--- src/rtl/muldiv_sched_if.sv ---
// EX-stage multiply/divide handshake bundle between the pipeline and muldiv_sched.
// Pipeline -> unit: start, op, a, b, cpu_stall, flush.
// Unit -> pipeline: mult_div_stall, mult_div_over, hi, lo (architectural HI/LO).
interface muldiv_sched_if;
  logic        start;
  logic [1:0]  op;
  logic [31:0] a;
  logic [31:0] b;
  logic        cpu_stall;
  logic        flush;
  logic        mult_div_stall;
  logic        mult_div_over;
  logic [31:0] hi;
  logic [31:0] lo;

  modport master (
    output start, op, a, b, cpu_stall, flush,
    input  mult_div_stall, mult_div_over, hi, lo
  );

  modport slave (
    input  start, op, a, b, cpu_stall, flush,
    output mult_div_stall, mult_div_over, hi, lo
  );
endinterface

--- src/rtl/muldiv_sched.sv ---
// Sequencer plus radix-2 engine for MULT/MULTU/DIV/DIVU with the HI/LO registers.
// Latency: 32 iterations (1 for multiply when MUL_FAST); over pulses the cycle after the HI/LO write.
// Backpressure: mult_div_stall freezes EX while busy; cpu_stall holds every register; flush cancels.
// Ports: clk, reset (async, active-high), md (slave side of muldiv_sched_if):
//   start/op/a/b in, cpu_stall/flush in, mult_div_stall/mult_div_over/hi/lo out.
module muldiv_sched #(
  parameter bit          MUL_FAST   = 1'b0,
  parameter logic [31:0] ZERO_DIV_Q = 32'hFFFFFFFF
) (
  input  logic           clk,
  input  logic           reset,
  muldiv_sched_if.slave  md
);

  typedef enum logic [1:0] {IDLE, MUL, DIV, DONE} state_t;

  state_t      state, state_nx;
  logic [4:0]  cnt;
  logic [63:0] acc;      // multiply partial product
  logic [63:0] mcand;    // |a|; shifts left per multiply step, low half stays |a| during divide
  logic [31:0] shreg;    // multiply: |b| shifting right; divide: dividend out, quotient in
  logic [31:0] dsor;     // |b| for divide
  logic [31:0] rem;      // partial remainder
  logic        a_neg;    // dividend sign, drives remainder sign
  logic        res_neg;  // product / quotient sign
  logic        b_zero;
  logic [31:0] hi_q, lo_q;

  logic        is_signed, last_iter, advance, q_bit;
  logic [31:0] a_abs, b_abs;
  logic [63:0] mul_sum, fast_prod, prod, prod_fix;
  logic [32:0] trial;
  logic [31:0] rem_nx, quo_nx, quo_fix, rem_fix, a_orig;

  // Operand magnitudes; unsigned ops pass straight through
  assign is_signed = ~md.op[0];
  assign a_abs     = (is_signed && md.a[31]) ? (~md.a + 32'd1) : md.a;
  assign b_abs     = (is_signed && md.b[31]) ? (~md.b + 32'd1) : md.b;

  // Shift-add step; fast mode multiplies the latched magnitudes outright
  assign mul_sum   = acc + (shreg[0] ? mcand : 64'd0);
  assign fast_prod = {32'd0, mcand[31:0]} * {32'd0, shreg};
  assign prod      = MUL_FAST ? fast_prod : mul_sum;
  assign prod_fix  = res_neg ? (~prod + 64'd1) : prod;

  // Restoring step: bit 32 of the 33-bit difference set means the trial went negative
  assign trial   = {rem, shreg[31]} - {1'b0, dsor};
  assign q_bit   = ~trial[32];
  assign rem_nx  = q_bit ? trial[31:0] : {rem[30:0], shreg[31]};
  assign quo_nx  = {shreg[30:0], q_bit};
  assign quo_fix = res_neg ? (~quo_nx + 32'd1) : quo_nx;
  assign rem_fix = a_neg ? (~rem_nx + 32'd1) : rem_nx;
  assign a_orig  = a_neg ? (~mcand[31:0] + 32'd1) : mcand[31:0];

  assign last_iter = (cnt == 5'd31) || ((state == MUL) && MUL_FAST);
  assign advance   = ~md.flush & ~md.cpu_stall;

  assign md.hi = hi_q;
  assign md.lo = lo_q;

  always_ff @(posedge clk or posedge reset) begin
    if (reset) state <= IDLE;
    else       state <= state_nx;
  end

  always_comb begin
    state_nx          = state;
    md.mult_div_stall = 1'b0;
    md.mult_div_over  = 1'b0;
    case (state)
      IDLE: begin
        md.mult_div_stall = md.start & ~md.flush;
        if (md.start) state_nx = md.op[1] ? DIV : MUL;
      end
      MUL, DIV: begin
        md.mult_div_stall = 1'b1;
        if (last_iter) state_nx = DONE;
      end
      DONE: begin
        // A flushed instruction must not see its completion
        md.mult_div_over = ~md.flush;
        state_nx         = IDLE;
      end
      default: state_nx = IDLE;
    endcase
    if (md.flush)          state_nx = IDLE;
    else if (md.cpu_stall) state_nx = state;
  end

  always_ff @(posedge clk or posedge reset) begin
    if (reset) begin
      cnt     <= 5'd0;
      acc     <= 64'd0;
      mcand   <= 64'd0;
      shreg   <= 32'd0;
      dsor    <= 32'd0;
      rem     <= 32'd0;
      a_neg   <= 1'b0;
      res_neg <= 1'b0;
      b_zero  <= 1'b0;
      hi_q    <= 32'd0;
      lo_q    <= 32'd0;
    end else if (advance) begin
      case (state)
        IDLE: if (md.start) begin
          cnt     <= 5'd0;
          acc     <= 64'd0;
          mcand   <= {32'd0, a_abs};
          shreg   <= md.op[1] ? a_abs : b_abs;
          dsor    <= b_abs;
          rem     <= 32'd0;
          a_neg   <= is_signed & md.a[31];
          res_neg <= is_signed & (md.a[31] ^ md.b[31]);
          b_zero  <= (md.b == 32'd0);
        end
        MUL: begin
          acc   <= mul_sum;
          mcand <= mcand << 1;
          shreg <= shreg >> 1;
          cnt   <= cnt + 5'd1;
          if (last_iter) {hi_q, lo_q} <= prod_fix;
        end
        DIV: begin
          rem   <= rem_nx;
          shreg <= quo_nx;
          cnt   <= cnt + 5'd1;
          if (last_iter) begin
            if (b_zero) begin
              hi_q <= a_orig;
              lo_q <= ZERO_DIV_Q;
            end else begin
              hi_q <= rem_fix;
              lo_q <= quo_fix;
            end
          end
        end
        default: ;
      endcase
    end
  end

endmodule

--- src/flat_wrapper.sv ---
// flat-port wrapper written by rule: the top's interface ports become plain ports
module muldiv_sched_flat 
#(
  parameter bit          MUL_FAST   = 1'b0,
  parameter logic [31:0] ZERO_DIV_Q = 32'hFFFFFFFF
)
  (clk, reset, md_start, md_op, md_a, md_b, md_cpu_stall, md_flush, md_mult_div_stall, md_mult_div_over, md_hi, md_lo);
  muldiv_sched_if md_i ();
  input  logic clk;
  input  logic reset;
  input wire logic [$bits(md_i.start)-1:0] md_start;
  input wire logic [$bits(md_i.op)-1:0] md_op;
  input wire logic [$bits(md_i.a)-1:0] md_a;
  input wire logic [$bits(md_i.b)-1:0] md_b;
  input wire logic [$bits(md_i.cpu_stall)-1:0] md_cpu_stall;
  input wire logic [$bits(md_i.flush)-1:0] md_flush;
  output wire logic [$bits(md_i.mult_div_stall)-1:0] md_mult_div_stall;
  output wire logic [$bits(md_i.mult_div_over)-1:0] md_mult_div_over;
  output wire logic [$bits(md_i.hi)-1:0] md_hi;
  output wire logic [$bits(md_i.lo)-1:0] md_lo;
  assign md_i.start = md_start;
  assign md_i.op = md_op;
  assign md_i.a = md_a;
  assign md_i.b = md_b;
  assign md_i.cpu_stall = md_cpu_stall;
  assign md_i.flush = md_flush;
  assign md_mult_div_stall = md_i.mult_div_stall;
  assign md_mult_div_over = md_i.mult_div_over;
  assign md_hi = md_i.hi;
  assign md_lo = md_i.lo;
  muldiv_sched #(.MUL_FAST(MUL_FAST), .ZERO_DIV_Q(ZERO_DIV_Q)) u_core (.clk(clk), .reset(reset), .md(md_i));
endmodule
--- config.mk ---
export PLATFORM = sky130hd
export DESIGN_NAME = muldiv_sched_flat
export DESIGN_NICKNAME = d
export VERILOG_FILES = /design/src/rtl/muldiv_sched_if.sv /design/src/rtl/muldiv_sched.sv /design/src/flat_wrapper.sv
export SDC_FILE = /design/constraint.sdc
export NUM_CORES = 1
export LEC_CHECK = 0
export CAP_MARGIN = 30
export CORE_MARGIN = 2
export CORE_UTILIZATION = 55
export DETAILED_ROUTE_END_ITERATION = 6
export PLACE_DENSITY = 0.77
export SYNTH_ARGS = -nofsm -noshare
export SYNTH_HDL_FRONTEND = slang
export SYNTH_SLANG_ARGS = --single-unit
--- constraint.sdc ---
create_clock -name clk -period 11.15 [get_ports clk]
set_input_delay 2.7875 -clock clk [delete_from_list [all_inputs] [get_ports clk]]
set_output_delay 2.7875 -clock clk [all_outputs]
set_load 0.01 [all_outputs]
# ---- After elaboration in Yosys (flattened, before gate mapping)
# Index checks and enable logic that the tools add are counted.
dict set report word_totals {
  ff_bits 298
  out_inout_bits 66
}
dict set report op_classes {
  add_sub_neg 9
  n_eq_ne 10
  n_mux 35
  n_bitwise 15
  reduce_logical 17
}
# operator count
set op_table {}
lappend op_table {{$mux W32} 15}
lappend op_table {{$mux W64} 4}
lappend op_table {{$pmux W64 S2} 2}
lappend op_table {{$pmux W32 S2} 3}
lappend op_table {{$add A32 B1 Y32 const B} 5}
lappend op_table {{$not A32 Y32} 5}
lappend op_table {{$pmux W32 S3} 1}
lappend op_table {{$add A64 B1 Y64 const B} 1}
lappend op_table {{$add A64 B64 Y64} 1}
lappend op_table {{$not A64 Y64} 1}
lappend op_table {{$sub A33 B32 Y33} 1}
lappend op_table {{$logic_not A32 Y1} 1}
lappend op_table {{$reduce_and A3 Y1} 6}
lappend op_table {{$mux W2} 5}
lappend op_table {{$pmux W5 S2} 1}
lappend op_table {{$reduce_bool A2 Y1} 4}
lappend op_table {{$ne A2 B1 Y1 const B} 3}
lappend op_table {{$pmux W2 S3} 1}
lappend op_table {{$add A5 B1 Y5 const B} 1}
lappend op_table {{$eq A5 B5 Y1 const B} 1}
lappend op_table {{$mux W5} 1}
lappend op_table {{$and A1 B1 Y1} 4}
lappend op_table {{$eq A2 B2 Y1 const B} 2}
lappend op_table {{$not A1 Y1} 4}
lappend op_table {{12 further kinds} 13}

# ---- Longest topological paths before layout
# Gate-level depths: netlist of the first run.
dict set report logic_depth {
  word_depth 8
  ltp_mapped 23
  ltp_nobuf 21
}

# ---- Least setup slack after synthesis of the first run
# Ideal clock, no wire load.
dict set report synth_path {
  path_kind {input -> output}
  from {in md_flush}
  to {out md_mult_div_stall}
  t_arrival_ps 3255
  t_required_ps 8363
  slack_ps 5107
  path_stages 4
  n_path_buf 1
  cell_sequence {clkbuf_1 -> inv_1 -> a31oi_1 -> nor2_1}
}
dict set report synth_via {
  elab_chain_len 3
}
# element line
set synth_lines {}
lappend synth_lines {{start: declaration} flat_wrapper.sv:16} ;# input wire logic [$bits(md_i.flush)-1:0] md_flush;
lappend synth_lines {{$not A1 Y1} muldiv_sched.sv:72} ;# md.mult_div_stall = md.start & ~md.flush;
lappend synth_lines {{$and A1 B1 Y1} muldiv_sched.sv:72}
lappend synth_lines {{$pmux W1 S2} muldiv_sched.sv:70} ;# case (state)
lappend synth_lines {{end: declaration} flat_wrapper.sv:17} ;# output wire logic [$bits(md_i.mult_div_stall)-1:0] md_mult_div_stall;
# No other way between the ends.

# ---- Worst setup path in the final report of the first run
# Ends and elaborated chain as after synthesis.

==> summary.txt, run 1 <==
Clock network
  – # hold bufs at CTS: 0
  – Cts repair resizes: 0
  – Root buffer cell: clkbuf_16
  – Clk sinks: just under 300
  – Post-CTS Setup Inserts: 0
  – Clock Tree Buf Depth: 3
  – CTS tree: built
  – Clk slew on worst S/H paths: roughly 60 ps
  – Worst skew pair latency: approximately 580 ps
  – TritonCTS Buffers: 38
  – H-Tree Depth: 2

Worst setup path
  – Worst-path maximum fanout: 8
  – Worst Setup End Kind: output pin
  – Setup crit start kind: primary input
  – Crit path required time: about 8400 ps
  – Critical path arrival: roughly 4300 ps
  – Setup CP Type: primary input to output pin

Routing
  – Drt first pass iters: 7
  – Final ANT Viol Nets: 0
  – Vias/cell: between 6 and 7
  – 1st-iter DRT viols: 3152
  – Wire per inst: ~24 um
  – Final WL: about 95000 um
  – Via count: around 27000
  – Drc violations: 1

Final layout
  – FILL cells: approximately 4200
  – Total area of sequential cells: approximately 0.0075 sq mm
  – Post-layout net count: around 3600
  – Layout area overhead: 11.1%
  – Multi-input gate area: roughly 0.018 sq mm
  – Layout cells sized above 1: about 5.3%
  – Final core occ: just over 60%

Synthesis
  – EDFF count, synth: 0
  – Synthesized instance count: ~3400
  – Synth top area cells: dfrtp_1, o21ai_0, nand2_1
  – Synth async-reset ratio: 100%
  – Primary FF master, synth: dfrtp_1
  – Share of the synthesized area in the top cell type: approximately 28%
  – Synth Cell Area: about 0.026 sq mm
  – Syn_nets: 3574
  – Yosys cell types: 109
  – Avg Inst Size Synth: 7.73 sq um
  – #FFs+latches synth: ~300
  – Sequential share of the synthesized area: about 28%
  – Cell taking the most area after synthesis: dfrtp_1
  – Syn. warnings: 0

Floorplanning
  – Row count: 80
  – Die Ht: between 200 and 250 um
  – Initial Util: between 50 and 60%
  – Chip width: around 220 um
  – I/O pin count: ~140
  – Full die area: between 0.04 and 0.05 sq mm
  – CORE AREA: ~0.047 sq mm

STA
  – Setup Viol. Count Final: 0
  – RSZ-0062 raised after global routing: no
  – F_max: ~140 MHz
  – Slew @ Worst Pin: roughly 1100 ps
  – Final hold vios: 0
  – Skew final: about 31 ps
  – Worst slew margin: between 20% and 30%
  – Final Cycle Share: 63.2%
  – Setup_tns: 0 ps
  – Final min period: approximately 7000 ps
  – Slew Limit Fails: 0

Place
  – GPL Wtd Cong: between 0.9 and 1
  – HPWL Detailed: 72100 um
  – Buffers added on ports: between 100 and 150

Power
  – Leak: between 0.01 and 0.015 uW
  – Cell Pwr Density: 198 mW/mm^2
  – Peak VDD IR: between 0.15 and 0.2 mV

GRT
  – Global-route wire length before repair: around 150000 um
  – Vias in the first global route: approximately 25000
  – Largest net degree at the start of global routing: 151
  – Initial antenna violation count: 4
  – Grt ovf: 0
  – Total Routing Usage GR: a little under two fifths

Outcome
  – Violated checks: design-rule violations
  – Status: finished, violations left

Hold path
  – HP Class: flip-flop to flip-flop

Run
  – Max_cap viols: 0
-- report_power, final --
part | switching, uW | leakage, uW | internal (uW)
Clock | 524 | 0.000636 | 795
Combinational | 1620 | 0.00776 | 1060
Sequential | 421 | 0.00386 | 1350
-- layer usage --
metal | global-route usage (%) | vias to the layer above | wire [um]
met5 | 0 | - | 0
met4 | 16.3 | 0 | 4200
met3 | 6.27 | 217 | 7940
met2 | 59.5 | 1326 | 42900
met1 | 50.4 | 12900 | 40100
li1 | - | 12300 | -
-- cells in the final DEF (no fill, tap or decap), drive strengths merged, types with 27 or more instances in the layout --
cell type      netlist  routed
o22ai               36      36
o211ai              42      42
nand2              460     460
nand4               38      38
clkbuf             176      53
mux2i               66      66
and2                83      83
a22o                29      29
buf                 45      36
nor3                69      69
o21a                36      36
a21oi              205     205
o21ai              382     382
nand3              136     136
clkdlybuf4s50        0     136
inv                 84      86
xnor2              174     174
nor2               243     243
o31ai               57      57
a31oi               31      31
a211oi              34      34
ha                 108     108
nor4                41      41
and3                27      27
a21o                43      43
dfrtp              298     298
xor2               103     103
-- final cells by class --
class,count,share of cell area [%]
clock inverter,14,0.769
multi-input combinational,2790,60.4
sequential,298,25.6
tap,615,2.64
clock buffer,53,3.70
inverter,84,1.11
antenna,1,0.00859
timing repair buffer,172,5.75
-- path summary, 6_finish.rpt --
check                                start                 to  slack (ps)  cells past startpoint
setup / recovery                  md_flush  md_mult_div_stall        4100                      5
hold / removal             u_core.md.hi[3]    u_core.md.hi[3]         480                      2
setup reg to reg           u_core.shreg[0]   u_core.md.hi[31]        4860                     18
hold reg to reg            u_core.md.hi[3]    u_core.md.hi[3]         480                      2
max in group asynchronous            reset     u_core.res_neg        7020                      3
min in group asynchronous            reset   u_core.mcand[54]        2700                      2
-- state kept, by name, indices dropped and copies added, names as in the netlist --
name / count
u_core.shreg: 32
u_core.state: 2
u_core.acc: 64
u_core.md.hi: 32
u_core.b_zero: 1
u_core.a_neg: 1
u_core.cnt: 5
u_core.mcand: 64
u_core.res_neg: 1
u_core.dsor: 32
u_core.md.lo: 32
u_core.rem: 32
-- synthesized netlist by cell type (all sizes together), types with 22 or more instances --
| master | instances |
|---|---|
| a211oi | 34 |
| a21o | 43 |
| a21oi | 205 |
| a22o | 29 |
| a31oi | 31 |
| and2 | 83 |
| and3 | 27 |
| buf | 45 |
| clkbuf | 176 |
| dfrtp | 298 |
| ha | 108 |
| inv | 84 |
| mux2i | 66 |
| nand2 | 460 |
| nand2b | 25 |
| nand3 | 136 |
| nand4 | 38 |
| nor2 | 243 |
| nor3 | 69 |
| nor4 | 41 |
| o211ai | 42 |
| o21a | 36 |
| o21ai | 382 |
| o22ai | 36 |
| o31ai | 57 |
| o41ai | 22 |
| or3 | 24 |
| xnor2 | 174 |
| xor2 | 103 |
-- per-stage QoR --
stage | cells | hold WS, ps | area, sq um | power, uW | setup slack (ps)
2_1_floorplan | 3393 | 445 | 26200 | 3360 | 130
3_3_place_gp | 3957 | 460 | 27800 | 4300 | 4090
3_5_place_dp | 3959 | 474 | 27800 | 4370 | 4120
4_1_cts | 4026 | 486 | 29100 | 5690 | 4110
5_1_grt | 4027 | 500 | 29100 | 6030 | 4060
6_report | 4027 | 482 | 29100 | 5760 | 4100
-- cell families after synthesis --
kind of cell | Yosys count | synth area share (%)
AOI/OAI and AO/OA | 1083 | 26.6
xor gates and xnor gates | 277 | 9.28
adders and majority gates | 110 | 5.30
buffers and inverters | 305 | 4.68
DFF | 298 | 28.4
muxes | 78 | 3.08
and+or+nand+nor | 1242 | 22.7
-- worst max-delay path, cell delays in order --
cell and delay [ps]:
clkdlybuf4s50_1 590, inv_1 120, a31oi_1 80, nor2_1 130, clkdlybuf4s50_1 550
Note: power is estimated with default switching activity, not from simulation.
==> run 2: changes to the inputs <==
- clock period: 11.15 -> 5.8 ns (I/O delays scaled with it)
==> run 2 against run 1 <==
Against the previous run:
- the run now ends clean
- routed wire length grew 4.2%
- global-route usage grew 1.6 points
- final area grew 1.4%
- largest cell class unchanged
- largest power group unchanged
==> summary.txt, run 2 (synthesis results as in run 1) <==
Final layout
  – Biggest regs: u_core.acc x64, u_core.mcand x64 (unchanged)
  – Multi-input gate area: 0.0176 sq mm (about the same)
  – Commonest non-fill, non-tap cells in the layout: nand2_1, o21ai_0, dfrtp_1 (unchanged)
  – Post-layout net count: 3617 (was 3565)
  – Total area of sequential cells: 0.00746 sq mm (unchanged)
  – Commonest non-fill, non-tap cell in the layout: nand2_1 (unchanged)
  – Layout cells sized above 1: 6.78% (was 5.28%)
  – Layout area overhead: 12.6% (was 11.1%)
  – Ant diodes: 0 (was 1)
  – FILL cells: 4228 (was 4233)

GRT
  – Global-route wire length before repair: 150000 um (was 145000 um)
  – Initial antenna violation count: 4 (unchanged)
  – Total Routing Usage GR: 39.1% (was 37.4%)
  – Grt ovf: 0 (unchanged)
  – Vias in the first global route: 25300 (was 25000)
  – Largest net degree at the start of global routing: 133 (was 151)

STA
  – Worst slew margin: 30.8% (was 29.5%)
  – Slew @ Worst Pin: 1030 ps (was 1050 ps)
  – F_max: between 150 and 200 MHz
  – Final Cycle Share: 94.1%
  – Setup Viol. Count Final: 0 (unchanged)
  – Slew Limit Fails: 0 (unchanged)
  – Skew final: 21.8 ps (was 30.7 ps)
  – Final hold vios: 0 (unchanged)
  – Final min period: 5460 ps
  – Setup_tns: 0 ps (unchanged)
  – Final WS setup: 343 ps (was 4100 ps)
  – RSZ-0062 raised after global routing: no (unchanged)

Clock network
  – TritonCTS Buffers: 37 (was 38)
  – H-Tree Depth: 2 (unchanged)
  – CTS tree: built (unchanged)
  – Clk slew on worst S/H paths: 60 ps (about the same)
  – Root buffer cell: clkbuf_16 (unchanged)
  – Worst skew pair latency: 580 ps (about the same)
  – Clock Tree Buf Depth: 3 (unchanged)
  – Post-CTS Setup Inserts: 0 (unchanged)
  – Clk sinks: 298 (unchanged)

Worst setup path
  – Crit path required time: 6250 ps (was 8360 ps)
  – Setup crit start kind: flip-flop (was primary input)
  – Worst-path maximum fanout: 63 (was 8)
  – Setup CP Type: flip-flop to flip-flop (was primary input to output pin)
  – Critical path arrival: 5910 ps (was 4260 ps)
  – Worst Setup End Kind: flip-flop (was output pin)

Routing
  – Via count: 27300 (was 26800)
  – Final WL: 99100 um (was 95100 um)
  – Wire per inst: 24.3 um (was 23.6 um)
  – Drt first pass iters: 6 (was 7)
  – Drc violations: 0 (was 1)
  – Final ANT Viol Nets: 0 (unchanged)
  – 1st-iter DRT viols: 3376 (was 3152)
  – Vias/cell: 6.70 (was 6.65)

Floorplanning
  – Chip width: 222 um (unchanged)
  – Full die area: 0.0495 sq mm (unchanged)
  – CORE AREA: 0.0474 sq mm (unchanged)
  – I/O pin count: 137 (unchanged)
  – Initial Util: 55.3% (unchanged)
  – Row count: 80 (unchanged)
  – Die Ht: 222 um (unchanged)

Outcome
  – Status: finished clean (was finished, violations left)

Power
  – Peak VDD IR: 0.319 mV (was 0.193 mV)
  – Leak: 0.0125 uW (was 0.0123 uW)
  – Cell Pwr Density: 380 mW/mm^2 (was 198 mW/mm^2)

Place
  – Pre-CTS setup slack: 304 ps (was 4120 ps)
  – GPL Wtd Cong: 1.04 (was 0.994)
  – HPWL Detailed: 76000 um (was 72100 um)
  – Buffers added on ports: 136 (unchanged)

Run
  – Max_cap viols: 0 (unchanged)

Hold path
  – HP Class: flip-flop to flip-flop (unchanged)
[run 2: timing repair]
action / in CTS / in global routing
hold buffers: 0 / 0
hold endpoints to repair: 0 / 0
resized for setup: 0 / 1
setup endpoints to repair: 0 / 2
[run 2: final cells by class]
type | count | share of cell area (%)
multi-input combinational | 2790 | 59.6
clock buffer | 53 | 3.72
inverter | 84 | 1.08
timing repair buffer | 225 | 7.19
clock inverter | 14 | 0.580
tap | 615 | 2.60
sequential | 298 | 25.2
[run 2: per-stage QoR]
| step | util [%] | total power [uW] | area [sq um] | hold slack (ps) | std cells |
|---|---|---|---|---|---|
| finish | 62.3 | 11200 | 29500 | 481 | 4079 |
| detailed placement | 59.6 | 8570 | 28300 | 470 | 4012 |
| floorplan | - | 6470 | 26200 | 445 | 3393 |
| global placement | 59.6 | 8430 | 28300 | 458 | 4011 |
| CTS | 62.3 | 11100 | 29500 | 483 | 4079 |
| global route | 62.3 | 11700 | 29500 | 509 | 4079 |
[run 2: final timing paths]
path,slack (ps),from,cells past startpoint,end
hold reg to reg,480,u_core.md.lo[25],2,u_core.md.lo[25]
hold / removal,480,u_core.md.lo[25],2,u_core.md.lo[25]
setup reg to reg,340,u_core.shreg[0],16,u_core.md.hi[31]
setup / recovery,340,u_core.shreg[0],16,u_core.md.hi[31]
min in group asynchronous,1240,reset,2,u_core.mcand[51]
max in group asynchronous,3410,reset,3,u_core.res_neg
[run 2: critical path: stages, from the launching register on]
cell     delay (ps)
dfrtp_1         440
buf_12          210
and2_1          200
ha_1            430
nand2_1         140
nor4_1          410
o21ai_1         210
buf_4           200
a31oi_1         440
a21oi_1         250
xor2_1          200
o21ai_0         210
or3_1           540
or3_1           550
o41ai_1         580
xor2_1          210
o21ai_1          80
[run 2: power by group]
part           internal, uW  total, uW  switching [uW]
Combinational          2140       5550            3410
Sequential             2590       3210             613
Clock                  1460       2470            1010
[run 2: metal layers]
metal  vias to the layer above  GRT usage (%)  wire, um
met5                         -              0        25
li1                      12400              -         -
met4                         4           18.3      5260
met1                     13100           53.3     41000
met3                       284           6.37      8900
met2                      1504           60.7     43900
